`config.mk`:
```
export PLATFORM = sky130hd
export DESIGN_NAME = word_sender
export DESIGN_NICKNAME = d
export VERILOG_FILES = /design/src/rtl/word_sender_pkg.sv /design/src/rtl/word_fifo.sv /design/src/rtl/word_sender.sv
export SDC_FILE = /design/constraint.sdc
export NUM_CORES = 1
export LEC_CHECK = 0
export ABC_AREA = 0
export CORE_MARGIN = 3
export CORE_UTILIZATION = 60
export CTS_BUF_LIST = sky130_fd_sc_hd__clkbuf_8
export CTS_CLUSTER_DIAMETER = 40
export DETAILED_ROUTE_END_ITERATION = 7
export PLACE_DENSITY = 0.87
export SLEW_MARGIN = 20
export SYNTH_ARGS = -nofsm -noshare
export SYNTH_HDL_FRONTEND = slang
export SYNTH_SLANG_ARGS = --single-unit
```
`constraint.sdc`:
```
create_clock -name clk -period 6.03 [get_ports clk]
set_clock_uncertainty 0.05 [all_clocks]
set_input_delay 0.603 -clock clk [delete_from_list [all_inputs] [get_ports clk]]
set_output_delay 0.603 -clock clk [all_outputs]
set_load 0.005 [all_outputs]
```
`src/rtl/word_sender_pkg.sv`:
```
// Shared types and constants for the word_sender transmit path.
package word_sender_pkg;

  typedef enum logic [1:0] {
    IDLE,
    SEND,
    HOLD
  } state_t;

  localparam int BYTES_PER_WORD = 4;
  // The checksum byte follows the last data byte.
  localparam int CHECKSUM_IDX   = BYTES_PER_WORD;

endpackage

```
`src/rtl/word_fifo.sv`:
```
// Word FIFO, 2**DEPTH_LOG2 entries; head word visible combinationally on pop_data.
// Pushes while full are dropped even if a pop happens the same cycle.
module word_fifo #(
  parameter int DEPTH_LOG2 = 2,
  parameter int WIDTH      = 32
) (
  input  logic                  clk,
  input  logic                  reset,
  input  logic                  push,
  input  logic [WIDTH-1:0]      push_data,
  input  logic                  pop,
  output logic [WIDTH-1:0]      pop_data,
  output logic                  full,
  output logic [DEPTH_LOG2:0]   count
);

  localparam int DEPTH = 1 << DEPTH_LOG2;

  logic [WIDTH-1:0]      mem [DEPTH];
  logic [DEPTH_LOG2-1:0] wr_ptr;
  logic [DEPTH_LOG2-1:0] rd_ptr;
  logic                  do_push;
  logic                  do_pop;

  assign full     = (count == (DEPTH_LOG2+1)'(DEPTH));
  assign do_push  = push && !full;
  assign do_pop   = pop && (count != '0);
  assign pop_data = mem[rd_ptr];

  always_ff @(posedge clk) begin
    if (do_push) begin
      mem[wr_ptr] <= push_data;
    end
  end

  always_ff @(posedge clk) begin
    if (reset) begin
      wr_ptr <= '0;
      rd_ptr <= '0;
      count  <= '0;
    end else begin
      if (do_push) wr_ptr <= wr_ptr + DEPTH_LOG2'(1);
      if (do_pop)  rd_ptr <= rd_ptr + DEPTH_LOG2'(1);
      case ({do_push, do_pop})
        2'b10:   count <= count + (DEPTH_LOG2+1)'(1);
        2'b01:   count <= count - (DEPTH_LOG2+1)'(1);
        default: count <= count;
      endcase
    end
  end

endmodule

```
`src/rtl/word_sender.sv`:
```
// Buffers 32-bit words and sends each MSB-first as bytes to the UART TX; first tx_start 2 cycles after push.
// Optional WORD_SENDER_CHECKSUM_EN appends an XOR checksum byte; waits on tx_busy before every byte.
module word_sender
  import word_sender_pkg::*;
#(
  parameter int DEPTH_LOG2 = 2
) (
  input  logic        clk,
  input  logic        reset,
  input  logic        in_valid,
  input  logic [31:0] in_data,
  output logic        in_ready,
  input  logic        tx_busy,
  output logic        tx_start,
  output logic [7:0]  tx_data,
  output logic        idle
);

`ifdef WORD_SENDER_CHECKSUM_EN
  localparam logic [2:0] LAST_IDX = 3'(CHECKSUM_IDX);
`else
  localparam logic [2:0] LAST_IDX = 3'(BYTES_PER_WORD - 1);
`endif

  state_t              state_q;
  state_t              state_d;
  logic [31:0]         shift_q;
  logic [2:0]          byte_idx;
  logic [31:0]         fifo_data;
  logic                fifo_full;
  logic [DEPTH_LOG2:0] fifo_count;
  logic                fifo_pop;
  logic                load;
  logic                send;
  logic                advance;
  logic [7:0]          cur_byte;

  word_fifo #(
    .DEPTH_LOG2(DEPTH_LOG2),
    .WIDTH     (32)
  ) u_fifo (
    .clk      (clk),
    .reset    (reset),
    .push     (in_valid),
    .push_data(in_data),
    .pop      (fifo_pop),
    .pop_data (fifo_data),
    .full     (fifo_full),
    .count    (fifo_count)
  );

  assign in_ready = !fifo_full;
  assign idle     = (state_q == IDLE) && (fifo_count == '0);

`ifdef WORD_SENDER_CHECKSUM_EN
  logic [7:0] chk_q;
  // Running XOR of the data bytes already sent is the checksum by the last slot.
  assign cur_byte = (byte_idx == LAST_IDX) ? chk_q : shift_q[31:24];

  always_ff @(posedge clk) begin
    if (reset || load) begin
      chk_q <= 8'h00;
    end else if (send) begin
      chk_q <= chk_q ^ shift_q[31:24];
    end
  end
`else
  assign cur_byte = shift_q[31:24];
`endif

  always_ff @(posedge clk) begin
    if (reset) begin
      state_q <= IDLE;
    end else begin
      state_q <= state_d;
    end
  end

  always_comb begin
    state_d  = state_q;
    fifo_pop = 1'b0;
    load     = 1'b0;
    send     = 1'b0;
    advance  = 1'b0;
    case (state_q)
      IDLE: begin
        if (fifo_count != '0) begin
          fifo_pop = 1'b1;
          load     = 1'b1;
          state_d  = SEND;
        end
      end
      SEND: begin
        if (!tx_busy) begin
          send    = 1'b1;
          state_d = HOLD;
        end
      end
      HOLD: begin
        // tx_busy is not yet valid here; the transmitter raises it one cycle late.
        advance = (byte_idx != LAST_IDX);
        state_d = advance ? SEND : IDLE;
      end
      default: state_d = IDLE;
    endcase
  end

  always_ff @(posedge clk) begin
    if (reset) begin
      shift_q  <= '0;
      byte_idx <= '0;
      tx_start <= 1'b0;
      tx_data  <= 8'h00;
    end else begin
      tx_start <= send;
      if (load) begin
        shift_q  <= fifo_data;
        byte_idx <= '0;
      end
      if (send) begin
        tx_data <= cur_byte;
        shift_q <= {shift_q[23:0], 8'h00};
      end
      if (advance) begin
        byte_idx <= byte_idx + 3'd1;
      end
    end
  end

endmodule

```
# [Yosys cells after proc, flatten, opt, wreduce, memory -nomap -nowiden]
# Memory sizes are Yosys's and may differ from the RTL's. A register that Yosys moved wholly into a read port is not among the register bits.
# Index checks and enable logic that the tools add are counted.
[classes] eq_ne=8 shift=0 muxes=18 bitwise_logic=0 n_div=0 n_reduce_logical=12 n_addsub=5 mul=0 magnitude_cmp=0
[op_table] op="32-bit two-way mux" n=2
[op_table] op="1-bit two-way mux" n=8
[op_table] op="2-bit two-way mux" n=4
[op_table] op="3-bit by 1-bit adder with 3-bit output, second input constant" n=2
[op_table] op="3-bit two-way mux" n=2
[op_table] op="2-bit one-hot mux with 3 select lines" n=1
[op_table] op="3-bit one-hot mux with 2 select lines" n=1
[op_table] op="2-bit nonzero test" n=3
[op_table] op="2-bit by 1-bit adder with 2-bit output, second input constant" n=2
[op_table] op="2-bit by 1-bit == test with 1-bit output, second input constant" n=2
[op_table] op="2-bit == test, second input constant" n=2
[op_table] op="3-bit == test, second input constant" n=1
[op_table] op="1-bit logical AND" n=3
[op_table] op="3-bit logical NOT" n=1
[op_table] op="3-bit by 2-bit inequality test with 1-bit output, second input constant" n=1
[op_table] op="3-bit nonzero test" n=1
[op_table] op="3-bit by 1-bit subtractor with 3-bit output, second input constant" n=1
[op_table] op="2-bit logical NOT" n=1
[op_table] op="2-bit by 1-bit inequality test with 1-bit output, second input constant" n=1
[op_table] op="2-bit inequality test, second input constant" n=1
[op_table] op="2-bit AND reduction" n=1
[op_table] op="2-bit OR reduction" n=1
[op_table] op="1-bit logical NOT" n=1
[word_totals] memories=1 input_bits=36 ramBits=128 elab_cells=53 romBits=0 regBits=53 out_inout_bits=11 latch_bits=0
[mem_list] name="u_fifo.mem" depth=4 word_bits=32 read_ports=1 rd_ports_with_merged_regs=1 write_ports=1 line="word_fifo.sv:19" source="logic [WIDTH-1:0] mem [DEPTH];"

# [Logic depth before layout (Yosys ltp)]
# Gate-level depths: netlist of run 1.
[depth] depth_word=6 ltp_mapped=8

# [By module]
# Synthesis of run 1 repeated with hierarchy kept, for this count alone.
[hier_totals] hier_cells=463 area_unflattened_um2=7233.2
[by_module_without_submodules] mod="word_fifo" area_each_um2=5127.4 cells_each=218 instances=1
[by_module_without_submodules] mod="word_sender" area_each_um2=2105.8 cells_each=245 instances=1

# [Least setup slack after synthesis of run 1]
# No wires, ideal clock.
[synth_timing] path_type="register to register" from="register u_fifo.count[0]" to="register u_fifo.count[2]" arrival_ns=2.084 slack_ns=3.826 path_stages_with_launch=9 setup_time_ns=0.070 required_time_ns=5.910 period_less_slack_ns=2.204 path_cell_list="dfxtp_1 nor3_1 buf_2 nor2_1 ha_1 fa_1 xnor2_1 or3_1 a21oi_1"
[synth_between] elab_chain_len=6 elab_cells_between_ends=13
[synth_rtl] element="start, declared" line="word_fifo.sv:14" source="output logic [DEPTH_LOG2:0] count"
[synth_rtl] element="start signal, assigned" line="word_fifo.sv:45" source="2'b10: count <= count + (DEPTH_LOG2+1)'(1);"
[synth_rtl] element="start signal, assigned" line="word_fifo.sv:46" source="2'b01: count <= count - (DEPTH_LOG2+1)'(1);"
[synth_rtl] element="start signal, assigned" line="word_fifo.sv:47" source="default: count <= count;"
[synth_rtl] element="3-bit nonzero test *" line="word_sender.sv:87" source="if (fifo_count != '0) begin"
[synth_rtl] element="1-bit two-way mux *" line="word_sender.sv:87"
[synth_rtl] element="1-bit two-way mux *" line="word_sender.sv:85" source="case (state_q)"
[synth_rtl] element="net fifo_pop" line="word_sender.sv:32" source="logic fifo_pop;"
[synth_rtl] element="1-bit logical AND *" line="word_fifo.sv:27" source="assign do_pop = pop && (count != '0);"
[synth_rtl] element="2-bit by 1-bit == test with 1-bit output or 2-bit == test (tied branches)" line="word_fifo.sv:44" source="case ({do_push, do_pop})"
[synth_rtl] element="3-bit one-hot mux with 2 select lines or 2-bit nonzero test (tied branches)"
# The timed path passes the listed nets; every way through them passes the cells marked *.
# A chain may end at the register's enable or synchronous reset.

# [Final worst setup path of run 1]
[layout_timing] from="register u_fifo.count[0]" to="output port idle"
[layout_between] elab_chain_len=2
[layout_rtl] element="3-bit logical NOT" line="word_sender.sv:53" source="assign idle = (state_q == IDLE) && (fifo_count == '0);"
[layout_rtl] element="1-bit logical AND" line="word_sender.sv:53"
[layout_rtl] element="end, declared" line="word_sender.sv:16" source="output logic idle"
# Every way passes these cells.

==> flow_metrics.env, run 1 <==
export IMPL_status="finished, final reports clean"
export IMPL_final_area_um2=7970
export IMPL_cpPeakStageDelay_ns=0.84
export IMPL_cts_root_buf="clkbuf_8"
export IMPL_wl_per_cell_um=21.6
export IMPL_worst_pin_slew_ns=1.06
export IMPL_yosysTopAreaCellShare_pct=55.1
export IMPL_port_buffers=46
export IMPL_io_pin_count=47
export IMPL_crit_required_ns=5.38
export IMPL_hp_class="reg2reg"
export IMPL_antenna_found_initial=0
export IMPL_syn2layout_area_growth_pct=14.1
export IMPL_grt_use_total_pct=21.6
export IMPL_startpoint_type="flip-flop"
export IMPL_pwr_density_cell_nw_per_um2=429
export IMPL_synth_cell_types=36
export IMPL_r2r_end="u_fifo.count[2]"
export IMPL_final_cells=610
export IMPL_num_rows=38
export IMPL_vias=3924
export IMPL_path_max_fanout=28
export IMPL_synth_nets=460
export IMPL_cp_arrival_ns=2.48
export IMPL_clk_path_buf_depth=2
export IMPL_clk_pin_slew_ns=0.10
export IMPL_cts_tree="yes"
export IMPL_timing_final_ws_setup_ns=2.90
export IMPL_fin_setup_tns_ns=0
export IMPL_dp_cells=578
export IMPL_utilization_pct=71.6
export IMPL_synth_edff_count=128
export IMPL_post_drt_via_cell_ratio=6.43
export IMPL_grt_pass1_vias=4053
export IMPL_endpoint_kind="primary output"
export IMPL_final_setup_viol_count=0
export IMPL_ctsHoldBuffers=0
export IMPL_seq_area_frac_synth_pct=70.8
export IMPL_final_max_slew_viol_count=0
export IMPL_synthCells=416
export IMPL_cp_depth=3
export IMPL_maxSlewHeadroom_pct=29.1
export IMPL_die_x_um=114
export IMPL_syn_area_um2=6980
export IMPL_rsz0062_at_grt="false"
export IMPL_start_util_pct=62.8
export IMPL_die_h_um=114
export IMPL_die_area_um2=13000
export IMPL_drt_first_pass_iters=5
export IMPL_ir_drop_mv=0.279
export IMPL_insertion_delay_ns=0.45
export IMPL_crit_family="simple AND/OR/NAND/NOR gates"
export IMPL_antenna_cells=0
export IMPL_hold_worst_slack_ns=0.409
export IMPL_ctsHtreeMaxLevel=4
export IMPL_yosys_area_top_type="edfxtp_1"
export IMPL_gr_total_overflow=0
export IMPL_grt_start_max_net_pins=51
export IMPL_synth_area_leaders="edfxtp_1 55%, dfxtp_1 16%, mux4_2 10%"
export IMPL_gp_congestion=0.728
export IMPL_drc_errors=0
export IMPL_r2r_setup_slack_ns=3.56
export IMPL_ant_nets=0
export IMPL_critPathKind="reg2out"
export IMPL_drive_gt1_share_pct=17.2
export IMPL_ys_warn_count=0
export IMPL_totalPowerFinal_mw=3.42
export IMPL_drt_total_wl_mm=13.2
export IMPL_clock_sinks=183
export IMPL_report_final_hold_viol_count=0
export IMPL_hpwl_mm=7.73
export IMPL_nets=501
export IMPL_drv_cap=0
export IMPL_r2r_cells=8
export IMPL_crit_slowest_cell="or3_1"
export IMPL_dp_slack_ns=3.39
export IMPL_dpl_instance_area_um2=7520
export IMPL_p_leak_nw=2.54
export IMPL_grt_pass1_wl_mm=21.2
export IMPL_fin_crit_ns=3.13
export IMPL_crit_start="u_fifo.count[0]"
export IMPL_cts_resized=0
export IMPL_cts_setup_buffers=0
export IMPL_async_reset_ff_share_pct=0
export IMPL_worstSetupEndpoint="idle"
export IMPL_path_cells="or3_1 -> nor2_1 -> clkdlybuf4s50_1"
export IMPL_drt_iter0_markers=357
export IMPL_fmax_mhz=319
export IMPL_reg2reg_from="state_q[1]"
export IMPL_ys_ff_latch=183
export IMPL_synthFlopType="edfxtp_1"
export IMPL_avgSynthCellArea_um2=16.8
export IMPL_period_share_pct=52.0
export IMPL_numCtsBuffers=17
export IMPL_coreArea_um2=11100
export IMPL_cp_buffers_inverters=1
worst min-delay path by stage:
stage | depth (start not counted) | slack, ns | start | endpoint
floorplan | 2 | 0.38 | shift_q[24] | tx_data[0]
global placement | 2 | 0.39 | tx_data[5] | tx_data[5]
detailed placement | 2 | 0.40 | shift_q[25] | tx_data[1]
CTS | 2 | 0.41 | shift_q[25] | tx_data[1]
global route | 2 | 0.44 | tx_data[0] | tx_data[0]
finish | 2 | 0.41 | tx_data[0] | tx_data[0]
routing by layer:
layer  GRT usage, %  vias to the layer above  wire (µm)
li1               -                     1766          -
met1           27.2                     1950       5130
met2           37.1                      181       6960
met3           4.67                       27        762
met4           8.08                        0        308
met5              0                        -          0
cell usage after synthesis (5+ instances only):
| cell | number |
|---|---|
| edfxtp_1 | 128 |
| dfxtp_1 | 55 |
| a21oi_1 | 41 |
| mux4_2 | 32 |
| o211ai_1 | 26 |
| a32oi_1 | 24 |
| nand2_1 | 18 |
| clkbuf_1 | 14 |
| buf_2 | 11 |
| a22o_1 | 8 |
| ha_1 | 7 |
| nor2_1 | 7 |
| inv_1 | 5 |
power breakdown:
part           switching [mW]  internal, mW
clock                   0.429         0.467
combinational           0.459         0.361
sequential              0.145          1.56
tightest hold or removal path, cell delays in order, from the launching register on:
cell and delay [ns]:
dfxtp_1 0.31, nand2_1 0.05, a21oi_1 0.05
layout by cell type (no fill, tap or decap), drive strengths merged, types with 2 or more instances in the layout:
| master | synthesis | final |
|---|---|---|
| nor3 | 3 | 3 |
| o21ai | 2 | 2 |
| clkinv | 0 | 5 |
| a31o | 2 | 2 |
| buf | 18 | 9 |
| or3b | 3 | 3 |
| a32oi | 24 | 24 |
| a21o | 2 | 2 |
| and3 | 4 | 4 |
| nor2 | 8 | 8 |
| clkinvlp | 0 | 2 |
| bufinv | 0 | 4 |
| clkbuf | 14 | 18 |
| inv | 5 | 8 |
| or3 | 3 | 3 |
| o211ai | 26 | 26 |
| clkdlybuf4s50 | 0 | 45 |
| ha | 7 | 7 |
| a21oi | 41 | 41 |
| nand2 | 18 | 18 |
| dfxtp | 55 | 55 |
| nor3b | 2 | 2 |
| edfxtp | 128 | 128 |
| a22o | 8 | 8 |
| nand3 | 2 | 2 |
| mux4 | 32 | 32 |
registers in the layout (all words and copies together) (netlist names), named ones only:
name           count
u_fifo.mem       128
shift_q           32
tx_data            8
byte_idx           3
u_fifo.count       3
state_q            2
u_fifo.rd_ptr      2
u_fifo.wr_ptr      2
tx_start           1
cells by family after synthesis:
family          share of synthesized area [%]
fa+ha+maj                                1.54
compound gates                           10.8
flops                                    70.8
buf+inv                                  2.62
simple gates                             3.53
xor+xnor                                0.251
mux                                      10.5
area by class of cell:
cell class	instances	area, µm²
Inverter	5	18.8
Sequential cell	183	4950
Fill cell	699	3160
Clock buffer	18	248
Tap cell	140	175
Timing Repair Buffer	54	515
Multi-Input combinational cell	196	1860
Clock inverter	14	198
No activity file was read; power rests on OpenSTA's default activity.
==> inputs of run 2 (changes only) <==
Clock period 6.03 ns to 3.1 ns, I/O delays scaled along.
==> flow_metrics.env, run 2 (synthesized netlist as in run 1, its figures left out) <==
export IMPL_final_setup_viol_count=0
export IMPL_drc_errors=0
export IMPL_clock_sinks=183
export IMPL_final_max_slew_viol_count=0
export IMPL_antenna_cells=0
export IMPL_vias=3929
export IMPL_utilization_pct=71.1
export IMPL_die_h_um=114
export IMPL_crit_required_ns=2.74
export IMPL_path_max_fanout=28
export IMPL_hpwl_mm=8.22
export IMPL_gp_congestion=0.811
export IMPL_maxSlewHeadroom_pct=37.9
export IMPL_syn2layout_area_growth_pct=13.4
export IMPL_final_cells=616
export IMPL_numCtsBuffers=17
export IMPL_drive_gt1_share_pct=16.8
export IMPL_hp_class="in2reg"
export IMPL_pwr_share_comb_pct=26.3
export IMPL_post_drt_via_cell_ratio=6.38
export IMPL_fin_setup_tns_ns=0
export IMPL_die_x_um=114
export IMPL_worst_pin_slew_ns=0.930
export IMPL_period_share_pct=80.2
export IMPL_endpoint_kind="primary output"
export IMPL_cts_tree="yes"
export IMPL_p_sw_mw=1.94
export IMPL_ctsHtreeMaxLevel=4
export IMPL_nFillCells=684
export IMPL_seq_area_um2=4950
export IMPL_num_rows=38
export IMPL_antenna_found_initial=0
export IMPL_cts_setup_buffers=0
export IMPL_start_util_pct=62.8
export IMPL_layout_commonest_cell="edfxtp_1"
export IMPL_largest_register="u_fifo.mem"
export IMPL_largestRegisters="u_fifo.mem x128, shift_q x32, tx_data x8"
export IMPL_ant_nets=0
export IMPL_coreArea_um2=11100
export IMPL_fmax_mhz=402
export IMPL_timing_final_ws_setup_ns=0.614
export IMPL_report_final_hold_viol_count=0
export IMPL_ctsHoldBuffers=0
export IMPL_dp_cells=584
export IMPL_clk_path_buf_depth=2
export IMPL_gr_total_overflow=0
export IMPL_pwr_share_seq_pct=51.3
export IMPL_status="finished, final reports clean"
export IMPL_fin_crit_ns=2.49
export IMPL_largest_reg_flops=128
export IMPL_insertion_delay_ns=0.45
export IMPL_dp_slack_ns=0.683
export IMPL_startpoint_type="flip-flop"
export IMPL_grt_start_max_net_pins=35
export IMPL_nets=507
export IMPL_pwr_density_cell_nw_per_um2=803
export IMPL_final_area_um2=7920
export IMPL_drt_first_pass_iters=5
export IMPL_grt_pass1_vias=3929
export IMPL_drt_iter0_markers=338
export IMPL_swShare_pct=30.5
export IMPL_wl_per_cell_um=21.5
export IMPL_cts_resized=0
export IMPL_drv_cap=0
export IMPL_cts_root_buf="clkbuf_8"
export IMPL_totalPowerFinal_mw=6.36
export IMPL_grt_pass1_wl_mm=21.1
export IMPL_multiInputGateArea_um2=1860
export IMPL_port_buffers=46
export IMPL_clk_pin_slew_ns=0.08
export IMPL_p_leak_nw=2.55
export IMPL_ir_drop_mv=0.640
export IMPL_drt_total_wl_mm=13.2
export IMPL_dpl_instance_area_um2=7560
export IMPL_critPathKind="reg2out"
export IMPL_hold_worst_slack_ns=0.280
export IMPL_grt_use_total_pct=21.8
export IMPL_cp_arrival_ns=2.13
export IMPL_p_int_mw=4.42
export IMPL_die_area_um2=13000
export IMPL_mostFrequentLayoutCells="128 x edfxtp_1, 54 x dfxtp_1, 45 x clkdlybuf4s50_1, 41 x a21oi_1, 32 x mux4_2"
export IMPL_clockPowerShare_pct=22.4
export IMPL_io_pin_count=47
export IMPL_rsz0062_at_grt="false"
## run 2: cell count changes in the layout (fill, tap and decap cells not counted), sizes merged
cell / before / now
clkbuf: 18 / 19
inv: 8 / 11
clkinvlp: 2 / 1
bufinv: 4 / 1
buf: 9 / 15
## run 2: power by group through the flow
stage | clock network (mW) | registers [mW] | logic, mW
after global placement | 0 | 3.27 | 1.59
after detailed placement | 0 | 3.31 | 1.66
final | 1.43 | 3.26 | 1.67
after floorplan | 0 | 3.22 | 1.25
after global routing | 1.55 | 3.30 | 1.81
after CTS | 1.45 | 3.25 | 1.68
## run 2: area by class of cell
class / instances / share of cell area, %
Clock buffer: 19 / 3.30
Clock inverter: 13 / 1.19
Inverter: 5 / 0.237
Multi-Input combinational cell: 196 / 23.5
Sequential cell: 183 / 62.5
Tap cell: 140 / 2.21
Timing Repair Buffer: 60 / 7.08
## run 2: final timing paths
path | startpoint | to | slack [ns] | depth (start not counted)
setup / recovery | u_fifo.count[0] | idle | 0.61 | 4
hold / removal | reset | state_q[1] | 0.28 | 2
setup reg to reg | u_fifo.count[0] | u_fifo.count[2] | 0.83 | 7
hold reg to reg | tx_data[1] | tx_data[1] | 0.41 | 2
## run 2: worst max-delay path: stages, from the launching register on
cell	delay [ns]
dfxtp_1	0.37
or3_1	0.38
buf_4	0.24
nor2_1	0.17
clkdlybuf4s50_1	0.52
## run 2: metal layers
layer  GRT usage [%]  share of wire, %  up-vias
met2            36.1                52      165
met3            5.99               6.2       23
met1            27.6                40     1970
li1                -                 -     1771
met4            8.55               1.9        0
met5               0                 0        -
